`config.mk`:
```
export PLATFORM = sky130hd
export DESIGN_NAME = ula_arbiter
export DESIGN_NICKNAME = d
export VERILOG_FILES = /design/src/rtl/ula_arbiter.sv
export SDC_FILE = /design/constraint.sdc
export NUM_CORES = 1
export LEC_CHECK = 0
export ABC_AREA = 1
export ABC_CLOCK_PERIOD_IN_PS = 7740
export CELL_PAD_IN_SITES_DETAIL_PLACEMENT = 1
export CELL_PAD_IN_SITES_GLOBAL_PLACEMENT = 2
export CORE_MARGIN = 3
export CORE_UTILIZATION = 23
export CTS_CLUSTER_DIAMETER = 80
export CTS_CLUSTER_SIZE = 24
export DETAILED_ROUTE_END_ITERATION = 8
export PLACE_DENSITY_LB_ADDON = 0.05
export SETUP_SLACK_MARGIN = 0.4
export SYNTH_ARGS = -nofsm -noshare
export SYNTH_HDL_FRONTEND = slang
export SYNTH_SLANG_ARGS = --single-unit
```
`constraint.sdc`:
```
create_clock -name clk -period 7.74 [get_ports clk]
set_input_delay 0.774 -clock clk [delete_from_list [all_inputs] [get_ports clk]]
set_output_delay 0.774 -clock clk [all_outputs]
set_load 0.01 [all_outputs]
```
`src/rtl/ula_arbiter.sv`:
```
// ula_arbiter: shares one ula32 between two valid/ready requesters.
// Requests are granted round-robin. Operands and control are presented to the ALU from
// registers. The result and Zero flag are captured after one EXEC cycle and returned on
// the granted requester's response channel. Opcodes above 4'b1000 get an error response.
//
// state | meaning
// ------+-----------------------------------------------------------
// IDLE  | waiting for a request; arbitration and handshake happen here
// EXEC  | ALU inputs stable from registers; response captured at cycle end
// RESP  | response held on the owner's channel until it is consumed
module ula_arbiter #(
  parameter int WIDTH = 32,
  parameter int OPW   = 4,
  parameter int CNTW  = 16
) (
  input  logic             clk,
  input  logic             reset,

  input  logic             req0_valid,
  output logic             req0_ready,
  input  logic [OPW-1:0]   req0_op,
  input  logic [WIDTH-1:0] req0_a,
  input  logic [WIDTH-1:0] req0_b,
  output logic             rsp0_valid,
  input  logic             rsp0_ready,
  output logic [WIDTH-1:0] rsp0_result,
  output logic             rsp0_zero,
  output logic             rsp0_err,

  input  logic             req1_valid,
  output logic             req1_ready,
  input  logic [OPW-1:0]   req1_op,
  input  logic [WIDTH-1:0] req1_a,
  input  logic [WIDTH-1:0] req1_b,
  output logic             rsp1_valid,
  input  logic             rsp1_ready,
  output logic [WIDTH-1:0] rsp1_result,
  output logic             rsp1_zero,
  output logic             rsp1_err,

  output logic [OPW-1:0]   ula_control,
  output logic [WIDTH-1:0] ula_a,
  output logic [WIDTH-1:0] ula_b,
  input  logic [WIDTH-1:0] ula_result,
  input  logic             ula_zero,

  output logic [CNTW-1:0]  grant_cnt0,
  output logic [CNTW-1:0]  grant_cnt1
);

  typedef enum logic [1:0] {IDLE = 2'd0, EXEC = 2'd1, RESP = 2'd2} state_t;

  // Highest opcode the ALU defines; anything above it is rejected.
  localparam logic [OPW-1:0]  OP_MAX  = OPW'(8);
  localparam logic [CNTW-1:0] CNT_MAX = {CNTW{1'b1}};

  state_t           state_q, state_d;
  logic             last_grant_q, last_grant_d;
  logic             owner_q, owner_d;
  logic             err_pend_q, err_pend_d;
  logic [OPW-1:0]   ula_control_q, ula_control_d;
  logic [WIDTH-1:0] ula_a_q, ula_a_d;
  logic [WIDTH-1:0] ula_b_q, ula_b_d;
  logic             rsp_valid_q, rsp_valid_d;
  logic [WIDTH-1:0] rsp_result_q, rsp_result_d;
  logic             rsp_zero_q, rsp_zero_d;
  logic             rsp_err_q, rsp_err_d;
  logic [CNTW-1:0]  grant_cnt0_q, grant_cnt0_d;
  logic [CNTW-1:0]  grant_cnt1_q, grant_cnt1_d;

  logic             win0, win1;
  logic             owner_rsp_ready;

  // Round-robin arbitration: a lone requester wins, a tie goes to the one not granted last.
  always_comb begin
    win0 = req0_valid & (~req1_valid | last_grant_q);
    win1 = req1_valid & (~req0_valid | ~last_grant_q);
    req0_ready = (state_q == IDLE) & win0;
    req1_ready = (state_q == IDLE) & win1;
  end

  // Next-state and datapath register updates for the IDLE/EXEC/RESP sequence.
  always_comb begin
    state_d       = state_q;
    last_grant_d  = last_grant_q;
    owner_d       = owner_q;
    err_pend_d    = err_pend_q;
    ula_control_d = ula_control_q;
    ula_a_d       = ula_a_q;
    ula_b_d       = ula_b_q;
    rsp_valid_d   = rsp_valid_q;
    rsp_result_d  = rsp_result_q;
    rsp_zero_d    = rsp_zero_q;
    rsp_err_d     = rsp_err_q;
    grant_cnt0_d  = grant_cnt0_q;
    grant_cnt1_d  = grant_cnt1_q;
    owner_rsp_ready = owner_q ? rsp1_ready : rsp0_ready;

    case (state_q)
      IDLE: begin
        if (req0_ready) begin
          ula_control_d = req0_op;
          ula_a_d       = req0_a;
          ula_b_d       = req0_b;
          owner_d       = 1'b0;
          err_pend_d    = (req0_op > OP_MAX);
          if (grant_cnt0_q != CNT_MAX) grant_cnt0_d = grant_cnt0_q + CNTW'(1);
          state_d       = EXEC;
        end else if (req1_ready) begin
          ula_control_d = req1_op;
          ula_a_d       = req1_a;
          ula_b_d       = req1_b;
          owner_d       = 1'b1;
          err_pend_d    = (req1_op > OP_MAX);
          if (grant_cnt1_q != CNT_MAX) grant_cnt1_d = grant_cnt1_q + CNTW'(1);
          state_d       = EXEC;
        end
      end
      EXEC: begin
        // An illegal opcode never reaches the requester; the ALU output is ignored.
        if (err_pend_q) begin
          rsp_result_d = '0;
          rsp_zero_d   = 1'b1;
          rsp_err_d    = 1'b1;
        end else begin
          rsp_result_d = ula_result;
          rsp_zero_d   = ula_zero;
          rsp_err_d    = 1'b0;
        end
        rsp_valid_d = 1'b1;
        state_d     = RESP;
      end
      RESP: begin
        if (owner_rsp_ready) begin
          rsp_valid_d  = 1'b0;
          last_grant_d = owner_q;
          state_d      = IDLE;
        end
      end
      default: begin
        state_d     = IDLE;
        rsp_valid_d = 1'b0;
      end
    endcase
  end

  // State and output registers; reset discards any transaction in flight.
  always_ff @(posedge clk or posedge reset) begin
    if (reset) begin
      state_q       <= IDLE;
      last_grant_q  <= 1'b1;
      owner_q       <= 1'b0;
      err_pend_q    <= 1'b0;
      ula_control_q <= '0;
      ula_a_q       <= '0;
      ula_b_q       <= '0;
      rsp_valid_q   <= 1'b0;
      rsp_result_q  <= '0;
      rsp_zero_q    <= 1'b0;
      rsp_err_q     <= 1'b0;
      grant_cnt0_q  <= '0;
      grant_cnt1_q  <= '0;
    end else begin
      state_q       <= state_d;
      last_grant_q  <= last_grant_d;
      owner_q       <= owner_d;
      err_pend_q    <= err_pend_d;
      ula_control_q <= ula_control_d;
      ula_a_q       <= ula_a_d;
      ula_b_q       <= ula_b_d;
      rsp_valid_q   <= rsp_valid_d;
      rsp_result_q  <= rsp_result_d;
      rsp_zero_q    <= rsp_zero_d;
      rsp_err_q     <= rsp_err_d;
      grant_cnt0_q  <= grant_cnt0_d;
      grant_cnt1_q  <= grant_cnt1_d;
    end
  end

  // Steer the single response register to the owning port; the other port reads 0.
  always_comb begin
    rsp0_valid  = rsp_valid_q & ~owner_q;
    rsp0_result = owner_q ? '0 : rsp_result_q;
    rsp0_zero   = ~owner_q & rsp_zero_q;
    rsp0_err    = ~owner_q & rsp_err_q;
    rsp1_valid  = rsp_valid_q & owner_q;
    rsp1_result = owner_q ? rsp_result_q : '0;
    rsp1_zero   = owner_q & rsp_zero_q;
    rsp1_err    = owner_q & rsp_err_q;
    ula_control = ula_control_q;
    ula_a       = ula_a_q;
    ula_b       = ula_b_q;
    grant_cnt0  = grant_cnt0_q;
    grant_cnt1  = grant_cnt1_q;
  end

endmodule

```
# After elaboration in Yosys (flattened, before gate mapping)
# Index checks and enable logic that the tools add are counted.
# word_totals
regBits	140
out_inout_bits	172
elab_cells	71
# classes
addsub	2
magnitude_cmp	2
eq_ne	6
n_mux	22
bitwise	18
n_reduce_logical	8
# ops
operator	n
32-bit 2-to-1 mux	7
16-bit by 1-bit adder with 16-bit output, second input constant	2
16-bit inequality test, second input constant	2
1-bit AND	10
4-bit > comparator, second input constant	2
1-bit 2-to-1 mux	8
4-bit 2-to-1 mux	2
2-bit AND reduction	4
2-bit 2-to-1 mux	3
1-bit inverter	6
2-bit one-hot mux with 3 select lines	1
4-bit AND reduction	1
3-bit inequality test, second input constant	1
1-bit one-hot mux with 3 select lines	1
3-bit AND reduction	1
2-bit by 1-bit == test with 1-bit output, second input constant	1
2-bit == test, second input constant	1
2-bit zero test	1
2-bit inequality test, second input constant	1
1-bit OR	2
2-bit nonzero test	1

# Longest topological paths before layout
# Gate-level depths: netlist of run 1.
# depth
word_depth	7
ltp_mapped	10
depth_no_buf	9

# Worst setup path before layout of run 1
# Ideal clock, no wire load.
# synth_timing
path_type	in2out
from	input port req0_valid
to	output port req0_ready
arrival_ps	1332
slack_ps	5634
cell_stages	4
cell_sequence	a21boi_2 > nand2_4 > inv_2 > buf_2
# synth_between
elab_chain_len	2
# synth_rtl
item	line	source
start, declared	19	input logic req0_valid,
1-bit AND	76	win0 = req0_valid & (~req1_valid | last_grant_q);
1-bit AND	78	req0_ready = (state_q == IDLE) & win0;
end, declared	20	output logic req0_ready,
# Every way passes these cells.

# Final worst setup path of run 1
# layout_timing
from	input port req1_valid
to	output port req1_ready
# layout_between
elab_chain_len	2
# layout_rtl
item	line	source
start, declared	30	input logic req1_valid,
1-bit AND	77	win1 = req1_valid & (~req0_valid | ~last_grant_q);
1-bit AND	79	req1_ready = (state_q == IDLE) & win1;
end, declared	31	output logic req1_ready,
# Every way passes these cells.

==> flow_summary.json, run 1 <==
{
  "status": "finished, final reports clean",
  "fin_ws_ns": 4.19,
  "critPathKind": "in2out",
  "place_ws_ns": 4.12,
  "worstHoldPathType": "reg2reg",
  "synth_compound_area_share_pct": 13.5,
  "setup_violations": 0,
  "start_util_pct": 23.6,
  "via_count": 7365,
  "die_w_um": 182,
  "cp_cell_sequence": "clkdlybuf4s50_1 > nand3_4 > inv_4 > clkdlybuf4s50_1",
  "area_delta_synth_final_pct": 61.4,
  "reg2reg_to": "rsp_result_q[18]",
  "drtAntennaViolNets": 0,
  "post-route-drc-count": 0,
  "min_path_cells": 2,
  "synthSimpleGateAreaFrac_pct": 25.5,
  "post_drt_via_cell_ratio": 4.40,
  "end_kind": "output port",
  "cp_slowest_cell": "clkdlybuf4s50_1",
  "worstMarginPinSlew_ns": 0.980,
  "fin_skew_ns": 0.0141,
  "fin_setup_tns_ns": 0,
  "synthesis.area_um2": 7090,
  "layout_worst_path_cycle_share_pct": 45.9,
  "diodes": 0,
  "grt_antenna_before_repair": 0,
  "use_met3_pct": 3.79,
  "cts_made_buffers": 17,
  "drtPass1Iterations": 4,
  "grt_util_met2_pct": 30.0,
  "worst-path-buf-inv": 3,
  "critPathRequiredTime_ns": 6.97,
  "arrival_ns": 2.78,
  "ys_seq_area_share_pct": 49.5,
  "gr-usage-met1_pct": 22.3,
  "clockRootBuffer": "clkbuf_16",
  "gp_congestion": 0.730,
  "rsz0062_at_grt": "no",
  "synth.distinct_cells": 31,
  "first_iter_violations": 305,
  "worstHoldStart": "ula_b[27]",
  "rows": 63,
  "dp_hpwl_um": 21100,
  "hold_end": "ula_b[27]",
  "netlist_instances": 946,
  "die_h_um": 182,
  "reg2reg_slack_ns": 5.21,
  "regToRegStartpoint": "state_q[1]",
  "cpPeakStageDelay_ns": 0.68,
  "crit_path_start_kind": "input port",
  "grt_max_degree": 76,
  "cts_tree": "yes",
  "io_pins": 347,
  "routed_wl_um": 29200,
  "p_leak_nw": 5.06,
  "crit_family": "buffers and inverters",
  "crit_fanout": 69,
  "power.density_nw_per_um2": 365,
  "synth_warnings": 0,
  "worstSkewPairLatency_ns": 0.42,
  "ys_ff_latch": 140,
  "maxCapViolations": 0,
  "clkTransAtPathRegs_ns": 0.06,
  "drive_above_1_share_pct": 4.21,
  "r2r_cells": 6,
  "finalHoldViolCount": 0,
  "busiest_layer": "met2",
  "synth.area.mux_share_pct": 0,
  "grt_first_pass_wirelength_um": 45500,
  "final-max-slew-violation-count": 0,
  "cts_sinks": 140,
  "synth_area_per_cell_um2": 7.49,
  "cp_common_cell": "clkdlybuf4s50_1",
  "grtUsageTotal_pct": 17.5,
  "fp.coreArea_um2": 30000,
  "hold_buffers": 0,
  "synth_top_family_by_area": "simple AND/OR/NAND/NOR gates",
  "postCtsSetupBuffers": 0,
  "h-tree-depth": 4,
  "wire_per_inst_um": 17.5,
  "clockBufferDepth": 2,
  "final_common_cell": "clkdlybuf4s50_1",
  "ir_worst_vdd_uv": 131,
  "fmax_mhz": 281,
  "grt_pass1_vias": 7599,
  "synth_xor_area_share_pct": 1.24,
  "cts_resized": 0,
  "grt-ovfl-total": 0,
  "die_area_um2": 33000,
  "fin_nets": 1448,
  "min_period_ns": 3.55,
  "slew_headroom_pct": 34.6,
  "portBuffers": 346,
  "synth_fa_ha_area_share_pct": 0.353,
  "syn_nets": 1123,
  "final_cell_mix": "clkdlybuf4s50_1, nand2_1, dfrtp_1",
  "power.total_mw": 4.18
}
[report_power, final]
group | switching (mW) | total, mW | leakage (nW) | internal, mW
sequential | 0.195 | 1.25 | 1.74 | 1.05
combinational | 1.09 | 2.04 | 3.03 | 0.956
clock | 0.347 | 0.890 | 0.295 | 0.543
total | 1.63 | 4.18 | 5.06 | 2.55
[worst reg2reg max path, cell delays in order, from the launching register on]
cell and delay (ns):
dfrtp_1 0.45, nor2_4 0.65, inv_1 0.22, nor2_2 0.59, buf_4 0.38, nand2_1 0.09, o21ai_0 0.08
[layout make-up]
type	instances	area [um2]
fill	3666	18600
timing repair buffer	352	3510
sequential	140	3510
multi-input combinational	645	2880
tap	390	488
inverter	115	439
clock buffer	19	433
clock inverter	12	188
[worst max-delay path by stage]
stage	slack, ns	end	depth (start not counted)	start
after floorplan	3.21	err_pend_q	1	reset
after global placement	4.13	req1_ready	4	req1_valid
after detailed placement	4.12	req1_ready	4	req1_valid
after CTS	4.12	req1_ready	4	req1_valid
after global routing	4.02	req1_ready	4	req1_valid
final	4.19	req1_ready	4	req1_valid
[routing by layer]
layer  share of wire (%)  wire (um)  up-vias
li1                    -          -     3613
met1                  44      12900     3537
met2                  49      14400      187
met3                 4.6       1340       28
met4                 2.0        571        0
met5                   0          0        -
[through the flow]
| step | hold slack, ns | std cells | instance area, um2 | utilization [%] |
|---|---|---|---|---|
| final | 0.484 | 1673 | 11400 | 38.1 |
| after global routing | 0.508 | 1673 | 11400 | 38.1 |
| after CTS | 0.489 | 1673 | 11400 | 38.1 |
| after detailed placement | 0.473 | 1642 | 10800 | 36.0 |
| after global placement | 0.465 | 1642 | 10800 | 36.0 |
| after floorplan | 0.478 | 946 | 7090 | - |
[synthesized netlist by cell type]
master	count	share of area (%)
inv_2	2	0.11
nor2_2	3	0.26
ha_1	2	0.35
a21boi_2	1	0.16
nand4_1	10	0.88
nand3_2	1	0.14
o21ai_0	73	5.2
o211ai_1	5	0.53
buf_2	13	0.92
nand3b_1	1	0.11
and3_1	1	0.088
nand2_1	262	14
nor3_1	1	0.071
o21ai_1	40	2.8
buf_4	8	0.85
clkbuf_1	18	0.95
nor2_4	2	0.32
inv_1	112	5.9
nand3_4	1	0.25
nand2_4	2	0.32
xnor2_1	4	0.49
buf_6	7	1.1
xor2_1	6	0.74
a21oi_1	67	4.7
a22oi_1	1	0.11
nand2_2	3	0.26
nor2_1	131	6.9
nand3_1	28	2.0
inv_4	1	0.088
dfrtp_1	139	49
dfstp_2	1	0.37
[flip-flops by register name, summed over array words and instances (netlist names)]
| signal | flops |
|---|---|
| ula_control | 4 |
| rsp_zero_q | 1 |
| ula_a | 32 |
| err_pend_q | 1 |
| grant_cnt0 | 16 |
| state_q | 2 |
| rsp_result_q | 32 |
| last_grant_q | 1 |
| grant_cnt1 | 16 |
| rsp_valid_q | 1 |
| ula_b | 32 |
| rsp_err_q | 1 |
| owner_q | 1 |
[logic make-up after synthesis]
| kind of cell | count (synthesis) |
|---|---|
| buffers and inverters | 161 |
| flip-flops | 140 |
| adder cells (fa/ha/maj) | 2 |
| AND/OR/NAND/NOR | 446 |
| XOR/XNOR | 10 |
| AO/OA/AOI/OAI | 187 |
No activity file was read; power rests on OpenSTA's default activity.
==> run 2: changes to the inputs <==
ABC_CLOCK_PERIOD_IN_PS = 2850   (was 7740)
CORE_UTILIZATION = 19   (was 23)
clock period = 2.85 ns   (was 7.74 ns; I/O delays follow)
==> flow_summary.json, run 2 (synthesized netlist as in run 1, its figures left out) <==
{
  "clockRootBuffer": "clkbuf_16",
  "critPathLaunch": "last_grant_q",
  "grtUsageTotal_pct": 15.4,
  "place_ws_ns": 0.479,
  "grt_max_degree": 60,
  "wire_per_inst_um": 17.6,
  "post-route-drc-count": 0,
  "dp_hpwl_um": 22900,
  "start_util_pct": 19.3,
  "portBuffers": 346,
  "fin_setup_tns_ns": 0,
  "slew_headroom_pct": 50.8,
  "critPathRequiredTime_ns": 2.57,
  "gp_congestion": 0.712,
  "power.total_mw": 11.4,
  "regToRegStartpoint": "state_q[1]",
  "fillers": 4415,
  "fp.coreArea_um2": 36700,
  "dp.cells": 1729,
  "ir_worst_vdd_uv": 423,
  "status": "finished, final reports clean",
  "finalHoldViolCount": 0,
  "critPathKind": "reg2out",
  "final_cells": 1768,
  "p_leak_nw": 5.14,
  "worstHoldPathType": "in2async",
  "fin_skew_ns": 0.00870,
  "maxCapViolations": 0,
  "crit_end": "req0_ready",
  "worstSkewPairLatency_ns": 0.43,
  "cts_made_buffers": 17,
  "rows": 70,
  "end_kind": "output port",
  "r2r_cells": 6,
  "crit_path_start_kind": "flop",
  "crit_fanout": 14,
  "cts_sinks": 140,
  "routed_wl_um": 31200,
  "grt_first_pass_wirelength_um": 46500,
  "die_h_um": 199,
  "fmax_mhz": 435,
  "worstMarginPinSlew_ns": 0.739,
  "area_delta_synth_final_pct": 64.6,
  "rsz0062_at_grt": "no",
  "grt_pass1_vias": 7683,
  "post_drt_via_cell_ratio": 4.16,
  "hold_buffers": 0,
  "fin_nets": 1463,
  "die_w_um": 199,
  "wl_met1_um": 13100,
  "final_common_cell": "clkdlybuf4s50_1",
  "reg2reg_slack_ns": 0.97,
  "final_cell_mix": "clkdlybuf4s50_1, nand2_1, dfrtp_1",
  "grt-ovfl-total": 0,
  "io_pins": 347,
  "reg2reg_to": "ula_a[31]",
  "grt_antenna_before_repair": 2,
  "clockBufferDepth": 2,
  "fin_ws_ns": 0.549,
  "wl_met2_um": 15900,
  "drive_above_1_share_pct": 5.16,
  "first_iter_violations": 199,
  "drtPass1Iterations": 4,
  "setup_violations": 0,
  "arrival_ns": 2.02,
  "final-max-slew-violation-count": 0,
  "drtAntennaViolNets": 0,
  "power.density_nw_per_um2": 976,
  "wl_met3_um": 1650,
  "clkTransAtPathRegs_ns": 0.06,
  "min_period_ns": 2.30,
  "highest_layer": "met5",
  "h-tree-depth": 4,
  "via_count": 7355,
  "cts_tree": "yes",
  "layout_worst_path_cycle_share_pct": 80.7,
  "die_area_um2": 39700
}
==> run 2: layout make-up <==
cell class	instances	area (um2)	area share, %
Timing Repair Buffer	367	3670	31.5
Sequential cell	140	3510	30.1
Clock buffer	25	485	4.16
Antenna cell	1	2.50	0.0215
Tap cell	468	586	5.02
Clock inverter	7	88.8	0.762
Inverter	115	445	3.82
Multi-Input combinational cell	645	2880	24.7
==> run 2: critical path, stage by stage (launching register included) <==
cell and delay [ns]:
dfstp_2 0.52, inv_1 0.06, a21boi_2 0.17, nand2_4 0.13, inv_8 0.13, clkdlybuf4s50_1 0.57
==> run 2: worst min-delay path by stage <==
stage	startpoint	endpoint	depth (start not counted)	slack, ns
floorplan	ula_result[0]	rsp_result_q[0]	2	0.41
global placement	ula_b[17]	ula_b[17]	2	0.47
detailed placement	ula_b[17]	ula_b[17]	2	0.47
CTS	reset	ula_a[14]	2	0.22
global route	reset	ula_a[14]	2	0.24
finish	reset	err_pend_q	2	0.23
==> run 2: what timing repair did <==
action,in CTS,in global routing
setup buffers,0,6
setup endpoints to repair,1,16
gates resized for setup,3,1
pin swaps,0,1
==> run 2: per-stage QoR <==
| stage | area [um2] | util [%] | hold slack (ns) |
|---|---|---|---|
| after global placement | 11000 | 30.1 | 0.467 |
| after detailed placement | 11000 | 30.1 | 0.473 |
| final | 11700 | 31.8 | 0.234 |
| after CTS | 11600 | 31.6 | 0.220 |
| after floorplan | 7090 | - | 0.406 |
| after global routing | 11700 | 31.8 | 0.241 |
==> run 2: power breakdown <==
group / internal [mW] / total (mW) / switching [mW]
clock network: 1.36 / 2.27 / 0.910
logic: 2.72 / 5.71 / 3.00
registers: 2.85 / 3.41 / 0.551
==> run 2: routing by layer <==
metal  track usage [%]  vias to the layer above
li1                  -                     3641
met5                 0                        -
met3              3.95                       19
met2              27.2                      164
met1              18.7                     3529
met4              4.27                        2
